[src/rtl/regfile_rename_pkg.sv]
// Shared core constants: opcodes and load/store funct3 codes.
// Imported by the register file, decoder and ROB.
package regfile_rename_pkg;

  localparam int REG_AW = 5;

  localparam logic [6:0] OP_CALC   = 7'b0110011;
  localparam logic [6:0] OP_CALCI  = 7'b0010011;
  localparam logic [6:0] OP_LUI    = 7'b0110111;
  localparam logic [6:0] OP_AUIPC  = 7'b0010111;
  localparam logic [6:0] OP_JAL    = 7'b1101111;
  localparam logic [6:0] OP_JALR   = 7'b1100111;
  localparam logic [6:0] OP_BRANCH = 7'b1100011;
  localparam logic [6:0] OP_LOAD   = 7'b0000011;
  localparam logic [6:0] OP_STORE  = 7'b0100011;
  localparam logic [6:0] OP_FENCE  = 7'b0001111;

  localparam logic [2:0] F3_LB  = 3'b000;
  localparam logic [2:0] F3_LH  = 3'b001;
  localparam logic [2:0] F3_LW  = 3'b010;
  localparam logic [2:0] F3_LBU = 3'b100;
  localparam logic [2:0] F3_LHU = 3'b101;
  localparam logic [2:0] F3_SB  = 3'b000;
  localparam logic [2:0] F3_SH  = 3'b001;
  localparam logic [2:0] F3_SW  = 3'b010;

endpackage

[src/rtl/regfile_rename_if.sv]
// Issue-read, dispatch-rename and commit bundle of the
// renaming register file.
interface regfile_rename_if #(
  parameter int XLEN   = 32,
  parameter int NUM_RD = 2,
  parameter int TAG_W  = 4
);
  import regfile_rename_pkg::*;

  logic [NUM_RD-1:0]        rd_en;
  logic [NUM_RD*REG_AW-1:0] rd_addr;
  logic [NUM_RD*XLEN-1:0]   rd_data;
  logic [NUM_RD-1:0]        rd_busy;
  logic [NUM_RD*TAG_W-1:0]  rd_tag;

  logic                     ren_en;
  logic [REG_AW-1:0]        ren_reg;
  logic [TAG_W-1:0]         ren_tag;

  logic                     cm_en;
  logic [REG_AW-1:0]        cm_reg;
  logic [TAG_W-1:0]         cm_tag;
  logic [XLEN-1:0]          cm_data;
  logic [2:0]               cm_ext;
  logic                     cm_load;

  logic                     flush;

  modport master (
    output rd_en, rd_addr,
    output ren_en, ren_reg, ren_tag,
    output cm_en, cm_reg, cm_tag,
    output cm_data, cm_ext, cm_load,
    output flush,
    input  rd_data, rd_busy, rd_tag
  );

  modport slave (
    input  rd_en, rd_addr,
    input  ren_en, ren_reg, ren_tag,
    input  cm_en, cm_reg, cm_tag,
    input  cm_data, cm_ext, cm_load,
    input  flush,
    output rd_data, rd_busy, rd_tag
  );

endinterface

[src/rtl/regfile_rename_load_ext.sv]
// Load-width extension of a raw result (LB/LH/LBU/LHU);
// everything else passes through. Shared with LSB forwarding.
module regfile_rename_load_ext
  import regfile_rename_pkg::*;
#(
  parameter int XLEN = 32
) (
  input  logic [2:0]      funct3,
  input  logic            load,
  input  logic [XLEN-1:0] din,
  output logic [XLEN-1:0] dout
);

  always_comb begin
    dout = din;
    unique case (1'b1)
      load && (funct3 == F3_LB):
        dout = {{(XLEN-8){din[7]}}, din[7:0]};
      load && (funct3 == F3_LH):
        dout = {{(XLEN-16){din[15]}}, din[15:0]};
      load && (funct3 == F3_LBU):
        dout = {{(XLEN-8){1'b0}}, din[7:0]};
      load && (funct3 == F3_LHU):
        dout = {{(XLEN-16){1'b0}}, din[15:0]};
      default:
        dout = din;
    endcase
  end

endmodule

[src/rtl/regfile_rename.sv]
// Architectural register file with per-register busy flag and
// producing ROB tag; commit-side bypass on the read ports.
module regfile_rename
  import regfile_rename_pkg::*;
#(
  parameter int XLEN   = 32,
  parameter int NREG   = 32,
  parameter int NUM_RD = 2,
  parameter int TAG_W  = 4
) (
  input logic            clk,
  input logic            rst_n,
  regfile_rename_if.slave bus
);

  logic [XLEN-1:0]  regs [NREG];
  logic [TAG_W-1:0] tags [NREG];
  logic [NREG-1:0]  busy;

  logic [XLEN-1:0]  cm_wdata;
  logic             cm_we;
  logic             ren_we;
  logic             cm_match;

  regfile_rename_load_ext #(
    .XLEN (XLEN)
  ) u_ext (
    .funct3 (bus.cm_ext),
    .load   (bus.cm_load),
    .din    (bus.cm_data),
    .dout   (cm_wdata)
  );

  assign cm_we    = bus.cm_en && (bus.cm_reg != '0);
  assign ren_we   = bus.ren_en && (bus.ren_reg != '0);
  assign cm_match = tags[bus.cm_reg] == bus.cm_tag;

  always_ff @(posedge clk or negedge rst_n) begin
    if (!rst_n) begin
      for (int i = 0; i < NREG; i++) begin
        regs[i] <= '0;
        tags[i] <= '0;
      end
      busy <= '0;
    end else begin
      if (cm_we)
        regs[bus.cm_reg] <= cm_wdata;
      if (bus.flush) begin
        busy <= '0;
      end else begin
        if (cm_we && cm_match)
          busy[bus.cm_reg] <= 1'b0;
        // a same-cycle rename overrides the clear above
        if (ren_we) begin
          busy[bus.ren_reg] <= 1'b1;
          tags[bus.ren_reg] <= bus.ren_tag;
        end
      end
    end
  end

  for (genvar p = 0; p < NUM_RD; p++) begin : g_rd
    logic [REG_AW-1:0] a;
    logic              hit;
    logic [XLEN-1:0]   d_q;
    logic              b_q;
    logic [TAG_W-1:0]  t_q;

    assign a   = bus.rd_addr[p*REG_AW +: REG_AW];
    assign hit = cm_we && (bus.cm_reg == a);

    always_ff @(posedge clk or negedge rst_n) begin
      if (!rst_n) begin
        d_q <= '0;
        b_q <= 1'b0;
        t_q <= '0;
      end else if (bus.rd_en[p]) begin
        d_q <= hit ? cm_wdata : regs[a];
        b_q <= busy[a] && !(hit && cm_match);
        t_q <= tags[a];
      end
    end

    assign bus.rd_data[p*XLEN +: XLEN]  = d_q;
    assign bus.rd_busy[p]               = b_q;
    assign bus.rd_tag[p*TAG_W +: TAG_W] = t_q;
  end

endmodule

[src/flat_wrapper.sv]
// flat-port wrapper written by rule: the top's interface ports become plain ports
module regfile_rename_flat import regfile_rename_pkg::*;
#(
  parameter int XLEN   = 32,
  parameter int NREG   = 32,
  parameter int NUM_RD = 2,
  parameter int TAG_W  = 4
)
  (clk, rst_n, bus_rd_en, bus_rd_addr, bus_ren_en, bus_ren_reg, bus_ren_tag, bus_cm_en, bus_cm_reg, bus_cm_tag, bus_cm_data, bus_cm_ext, bus_cm_load, bus_flush, bus_rd_data, bus_rd_busy, bus_rd_tag);
  regfile_rename_if #(.XLEN(XLEN), .NUM_RD(NUM_RD), .TAG_W(TAG_W)) bus_i ();
  input logic clk;
  input logic rst_n;
  input wire logic [$bits(bus_i.rd_en)-1:0] bus_rd_en;
  input wire logic [$bits(bus_i.rd_addr)-1:0] bus_rd_addr;
  input wire logic [$bits(bus_i.ren_en)-1:0] bus_ren_en;
  input wire logic [$bits(bus_i.ren_reg)-1:0] bus_ren_reg;
  input wire logic [$bits(bus_i.ren_tag)-1:0] bus_ren_tag;
  input wire logic [$bits(bus_i.cm_en)-1:0] bus_cm_en;
  input wire logic [$bits(bus_i.cm_reg)-1:0] bus_cm_reg;
  input wire logic [$bits(bus_i.cm_tag)-1:0] bus_cm_tag;
  input wire logic [$bits(bus_i.cm_data)-1:0] bus_cm_data;
  input wire logic [$bits(bus_i.cm_ext)-1:0] bus_cm_ext;
  input wire logic [$bits(bus_i.cm_load)-1:0] bus_cm_load;
  input wire logic [$bits(bus_i.flush)-1:0] bus_flush;
  output wire logic [$bits(bus_i.rd_data)-1:0] bus_rd_data;
  output wire logic [$bits(bus_i.rd_busy)-1:0] bus_rd_busy;
  output wire logic [$bits(bus_i.rd_tag)-1:0] bus_rd_tag;
  assign bus_i.rd_en = bus_rd_en;
  assign bus_i.rd_addr = bus_rd_addr;
  assign bus_i.ren_en = bus_ren_en;
  assign bus_i.ren_reg = bus_ren_reg;
  assign bus_i.ren_tag = bus_ren_tag;
  assign bus_i.cm_en = bus_cm_en;
  assign bus_i.cm_reg = bus_cm_reg;
  assign bus_i.cm_tag = bus_cm_tag;
  assign bus_i.cm_data = bus_cm_data;
  assign bus_i.cm_ext = bus_cm_ext;
  assign bus_i.cm_load = bus_cm_load;
  assign bus_i.flush = bus_flush;
  assign bus_rd_data = bus_i.rd_data;
  assign bus_rd_busy = bus_i.rd_busy;
  assign bus_rd_tag = bus_i.rd_tag;
  regfile_rename #(.XLEN(XLEN), .NREG(NREG), .NUM_RD(NUM_RD), .TAG_W(TAG_W)) u_core (.clk(clk), .rst_n(rst_n), .bus(bus_i));
endmodule
[config.mk]
export PLATFORM = sky130hd
export DESIGN_NAME = regfile_rename_flat
export DESIGN_NICKNAME = d
export VERILOG_FILES = /design/src/rtl/regfile_rename_pkg.sv /design/src/rtl/regfile_rename_if.sv /design/src/rtl/regfile_rename_load_ext.sv /design/src/rtl/regfile_rename.sv /design/src/flat_wrapper.sv
export SDC_FILE = /design/constraint.sdc
export NUM_CORES = 2
export LEC_CHECK = 0
export ABC_CLOCK_PERIOD_IN_PS = 4100
export CAP_MARGIN = 10
export CELL_PAD_IN_SITES_DETAIL_PLACEMENT = 1
export CELL_PAD_IN_SITES_GLOBAL_PLACEMENT = 1
export CORE_ASPECT_RATIO = 0.8
export CORE_MARGIN = 2
export CORE_UTILIZATION = 55
export DETAILED_ROUTE_END_ITERATION = 10
export PLACE_DENSITY_LB_ADDON = 0.25
export SYNTH_ARGS = -nofsm -noshare
export SYNTH_HDL_FRONTEND = slang
export SYNTH_SLANG_ARGS = --single-unit
export TNS_END_PERCENT = 100
[constraint.sdc]
create_clock -name clk -period 4.1 [get_ports clk]
set_input_delay 0.615 -clock clk [delete_from_list [all_inputs] [get_ports clk]]
set_output_delay 0.615 -clock clk [all_outputs]
set_load 0.01 [all_outputs]
# Yosys cells after proc, flatten, opt, wreduce, memory -nomap -nowiden
# Cells that the tools add are included.
dict set report word_totals {
  reg_bits 1258
  latch_bits 0
  mem_bits_rw 0
  mem_bits_ro 0
  inputBits 71
  out_inout_bits 74
  word_cells 156
  mem_count 0
}
dict set report op_classes {
  add_sub_neg 0
  multipliers 0
  n_div 0
  magnitude_cmp 12
  eq_ne 6
  n_shift 0
  mux 36
  bitwise 8
  reduce_logical 23
}
# cell n
set op_table {}
lappend op_table {{$bwmux 1024} 1}
lappend op_table {{$mux 32} 11}
lappend op_table {{$bmux 32 s5} 2}
lappend op_table {{$demux 32 s5} 1}
lappend op_table {{$bwmux 128} 1}
lappend op_table {{$pmux 32 s4} 1}
lappend op_table {{$bmux 4 s5} 3}
lappend op_table {{$and 32x32->32} 1}
lappend op_table {{$not 32->32} 1}
lappend op_table {{$or 32x32->32} 1}
lappend op_table {{$mux 4} 7}
lappend op_table {{$ge 6x6->1 const B} 4}
lappend op_table {{$lt 5x6->1 const B} 4}
lappend op_table {{$not 5->6} 4}
lappend op_table {{$demux 4 s5} 1}
lappend op_table {{$logic_and 1x1->1} 17}
lappend op_table {{$lt 6x1->1 const B} 2}
lappend op_table {{$bmux 1 s5} 2}
lappend op_table {{$demux 1 s5} 2}
lappend op_table {{$eq 5x5->1} 2}
lappend op_table {{$ge 5x1->1 const B} 2}
lappend op_table {{$reduce_bool 5->1} 2}
lappend op_table {{$eq 3x3->1 const B} 2}
lappend op_table {{$eq 4x4->1} 1}
lappend op_table {{other kinds (6)} 10}

# Depth between registers and ports, before layout
dict set report logic_depth {
  depth_word 11
  depth_mapped 12
  mapped_depth_nobuf 7
}

# Hierarchy
# Synthesis repeated with hierarchy kept, for this count alone.
dict set report unflattened {
  hier_cells 4354
  area_unflattened_um2 67439.7
}
# mod n_inst cells_per_inst area_per_inst_um2 seq_area_each_um2
set by_module_without_submodules {}
lappend by_module_without_submodules {regfile_rename 1 4303 67075.6 31480.2}
lappend by_module_without_submodules {regfile_rename_load_ext 1 51 364.1 0.0}

# Worst setup path before layout
# Ideal clock, no wire load.
dict set report synth_path {
  path_kind {input to register}
  from {input bus_rd_addr[5]}
  to {register u_core.g_rd[1].t_q[0]}
  setup_time_ns 0.137
  arrival_ns 2.842
  required_ns 3.963
  setup_slack_ns 1.121
  path_stages 9
  n_path_buf 5
  path_cell_list {buf_2 buf_6 buf_6 buf_2 buf_2 mux4_2 mux4_2 mux2i_1 a21oi_1}
}
dict set report synth_via {
  elab_chain_len 4
}
# item line
set synth_lines {}
lappend synth_lines {{start: declaration} flat_wrapper.sv:14} ;# input wire logic [$bits(bus_i.rd_addr)-1:0] bus_rd_addr;
lappend synth_lines {{$not 5->6 (not written as such)} regfile_rename.sv:80} ;# t_q <= tags[a];
lappend synth_lines {{$bmux 4 s5} regfile_rename.sv:80}
lappend synth_lines {{$mux 4 (not written as such) (2 in a row)} regfile_rename.sv:80}
lappend synth_lines {{end signal: assignment} regfile_rename.sv:80}
lappend synth_lines {{end: declaration} regfile_rename.sv:67} ;# logic [TAG_W-1:0] t_q;
# Every way passes these cells. The select of a mux whose other input is x is not followed.
# A chain may end at the register's enable or synchronous reset.

# Worst setup path in the final report
dict set report layout_path {
  from {input bus_cm_reg[2]}
  to {register u_core.regs[498] in the netlist's numbering}
}
dict set report layout_via {
  elab_chain_len 6
  word_cells_on_any_way 9
  cone_classes {order compare: 2; mux: 3; bitwise: 1; reduce/logical: 3}
}
# item line
set layout_lines {}
lappend layout_lines {{start: declaration} flat_wrapper.sv:19} ;# input wire logic [$bits(bus_i.cm_reg)-1:0] bus_cm_reg;
lappend layout_lines {{$not 5->6 (not written as such)} regfile_rename.sv:47} ;# regs[bus.cm_reg] <= cm_wdata;
lappend layout_lines {{$ge 6x6->1 (not written as such) / $lt 6x1->1 (equally long branches)} regfile_rename.sv:47}
lappend layout_lines {{$logic_and 1x1->1 (not written as such)} regfile_rename.sv:47}
lappend layout_lines {{$mux 32 (not written as such)} regfile_rename.sv:47}
lappend layout_lines {{$demux 32 s5} regfile_rename.sv:47}
lappend layout_lines {{$bwmux 1024} regfile_rename.sv:47}
lappend layout_lines {{end signal: indexed assignment} regfile_rename.sv:47}
lappend layout_lines {{end: declaration} regfile_rename.sv:16} ;# logic [XLEN-1:0] regs [NREG];
# Parallel ways exist; a longest one is shown, timed or not.

==> flow_metrics.py <==
metrics = {
    "run_status": {
        "run_status": "completed",
    },
    "logic_synthesis": {
        "syn_area_mm2": 0.0658,
        "synthArstFlopShare": 1.00,
        "postSynthAreaPerCell_um2": 12.9,
        "synth_edf_count": 0,
        "seq_area_frac_synth": 0.479,
        "syn_nets": 5188,
        "synth_top_cell_by_area": "dfrtp_1",
        "synth_warnings": 0,
        "synthFlopType": "dfrtp_1",
        "synth_cells": 5117,
        "yosys.area.top_type_share": 0.479,
        "yosysMostFrequentCell": "dfrtp_1",
        "yosysUniqueCellTypes": 41,
        "ys_top_cells_by_area": "dfrtp_1 48%, mux4_2 25%, mux2_2 7.2%, o21ai_0 3.5%, a21oi_1 3.1%",
        "ys_ff_latch": 1258,
        "synth_common_cells": "1258 x dfrtp_1, 740 x mux4_2, 522 x nand2_1, 461 x o21ai_0, 420 x mux2_2",
    },
    "detailed_routing": {
        "first_pass_iters": 6,
        "vias": 49503,
        "routed_wl_mm": 240,
        "wire_per_inst_um": 35.6,
        "dr.first_iter.drc_count": 5912,
        "ant_nets": 0,
        "drc": 0,
        "vias_per_cell": 7.35,
    },
    "timing": {
        "relSlewSlack": 0.166,
        "setup_violations": 0,
        "fin_crit_sh": 0.803,
        "period_needed_ps": 3290,
        "hold_viol_final": 0,
        "fmax_mhz": 304,
        "hold_slack_ps": 399,
        "fin_ws_ps": 809,
        "tns_ps": 0,
        "skew_ps": 22.9,
        "rsz0062_at_grt": "no",
        "drv_slew": 0,
        "worst_slew_pin_slew_ps": 1250,
    },
    "floorplanning": {
        "die-width_um": 391,
        "row_count": 113,
        "die_h_um": 313,
        "core_area_mm2": 0.119,
        "start_util": 0.555,
        "design.die.area_mm2": 0.122,
        "io_pins": 145,
    },
    "setup_path": {
        "worstPathArrival_ps": 3960,
        "path_cells": "clkdlybuf4s50_1 -> or4_1 -> o21ai_1 -> nor3_2 -> nand3_4 -> buf_4 -> o21ai_0",
        "max_stage_delay_ps": 940,
        "setup.worst_path.start_class": "input port",
        "crit_type": "in -> reg",
        "cp-end-kind": "flop",
        "slowest_stage": "nor3_2",
        "crit_fanout": 25,
        "worst-endpoint-required_ps": 4770,
    },
    "layout": {
        "fin_cells": 6739,
        "syn_to_final_growth_pct": 13.5,
        "antennaDiodeCount": 0,
        "drive_above_1_share": 0.332,
        "finalNetCount": 5156,
    },
    "placement": {
        "place_hpwl_mm": 147,
        "post-place-ws_ps": 104,
        "place_congestion": 0.917,
        "io_buffers": 144,
        "dp.cells": 6499,
    },
    "global_routing": {
        "first_global_vias": 53511,
        "grt_max_degree": 138,
        "overflow": 0,
        "grt_pass1_wl_mm": 358,
        "antenna_found_initial": 2,
        "track_usage": 0.399,
    },
    "cts": {
        "cts-root-buf": "clkbuf_16",
        "cts_htree_levels": 4,
        "cts_tree": "built",
        "clkTransAtPathRegs_ps": 60,
        "cts_hold_buf": 1,
        "post_cts_buffers": 0,
        "clk_latency_ps": 800,
        "clock_sinks": 1258,
        "clockBufferDepth": 3,
        "postCtsResizedCells": 0,
        "cts_buffers": 132,
    },
    "power": {
        "ir_drop_v": 0.000509,
        "p_per_area_mw_per_mm2": 509,
        "p_leak_nw": 31.7,
    },
    "worst_hold_path": {
        "hp-class": "reg -> reg",
    },
    "run": {
        "max_cap_viol_count": 0,
    },
}
==> metal layers <==
metal,vias to the layer above,share of wire,GRT usage
met5,-,0,0
met4,0,0.049,0.189
met3,759,0.10,0.0973
met2,3099,0.47,0.612
met1,26631,0.38,0.544
li1,19014,-,-
==> critical path, delay by kind of cell <==
family	cells	cell delay, ps
and+or+nand+nor	3	1970
buffers and inverters	2	910
AOI/OAI and AO/OA	2	440
==> cell type report <==
class	instances	area, µm²
fill	11042	44000
tap	1552	1940
sequential	1258	31500
clock buffer	186	3930
inverter	28	105
clock inverter	50	607
timing repair buffer	406	4440
multi-input combinational	3259	32100
==> report_power, final <==
part	leakage [nW]	internal, mW	switching (mW)
clock network	2.26	7.40	5.39
logic	13.3	4.47	3.78
registers	16.2	14.7	2.20
==> state kept, by name, indices dropped and copies added (netlist names) <==
register,count
u_core.g_rd.d_q,64
u_core.regs,1024
u_core.tags,128
u_core.g_rd.b_q,2
u_core.g_rd.t_q,8
u_core.busy,32
==> cell families after synthesis <==
kind of cell    Yosys count  synth area share
flops                  1258             0.479
mux                    1232             0.336
compound gates         1019            0.0818
simple gates            994            0.0630
buf+inv                 600            0.0385
xor+xnor                 14           0.00186
==> through the flow <==
stage	util	area, µm²	power, mW
5_1_grt	0.629	74600	39.3
3_3_place_gp	0.590	70000	24.2
3_5_place_dp	0.590	70000	25.0
2_1_floorplan	-	65800	21.6
4_1_cts	0.629	74600	37.9
6_report	0.629	74600	38.0
==> cell usage in the layout, fill, tap and decap left out, types with 18 or more instances in the layout <==
cell	count
dfrtp_1	1258
mux4_2	740
nand2_1	510
o21ai_0	461
mux2_2	420
a21oi_1	377
nor2_1	318
buf_4	189
clkbuf_16	138
clkdlybuf4s50_1	130
buf_12	76
nor2b_1	74
mux2i_1	72
a211oi_1	64
o22ai_1	48
clkbuf_8	32
inv_1	28
clkinv_2	25
a21oi_2	24
a22oi_1	18
==> worst paths after layout <==
| check | cells after the start | endpoint | slack, ps | start |
|---|---|---|---|---|
| min reg2reg | 0 | u_core.regs[995] | 400 | u_core.regs[995] |
| max reg2reg | 6 | u_core.g_rd[0].d_q[21] | 1290 | u_core.regs[885] |
| min | 0 | u_core.regs[995] | 400 | u_core.regs[995] |
| max | 7 | u_core.regs[498] | 810 | bus_cm_reg[2] |
| max in group asynchronous | 3 | u_core.regs[570] | 2290 | rst_n |
| min in group asynchronous | 2 | u_core.regs[739] | 430 | rst_n |
No activity file was read; power rests on OpenSTA's default activity.
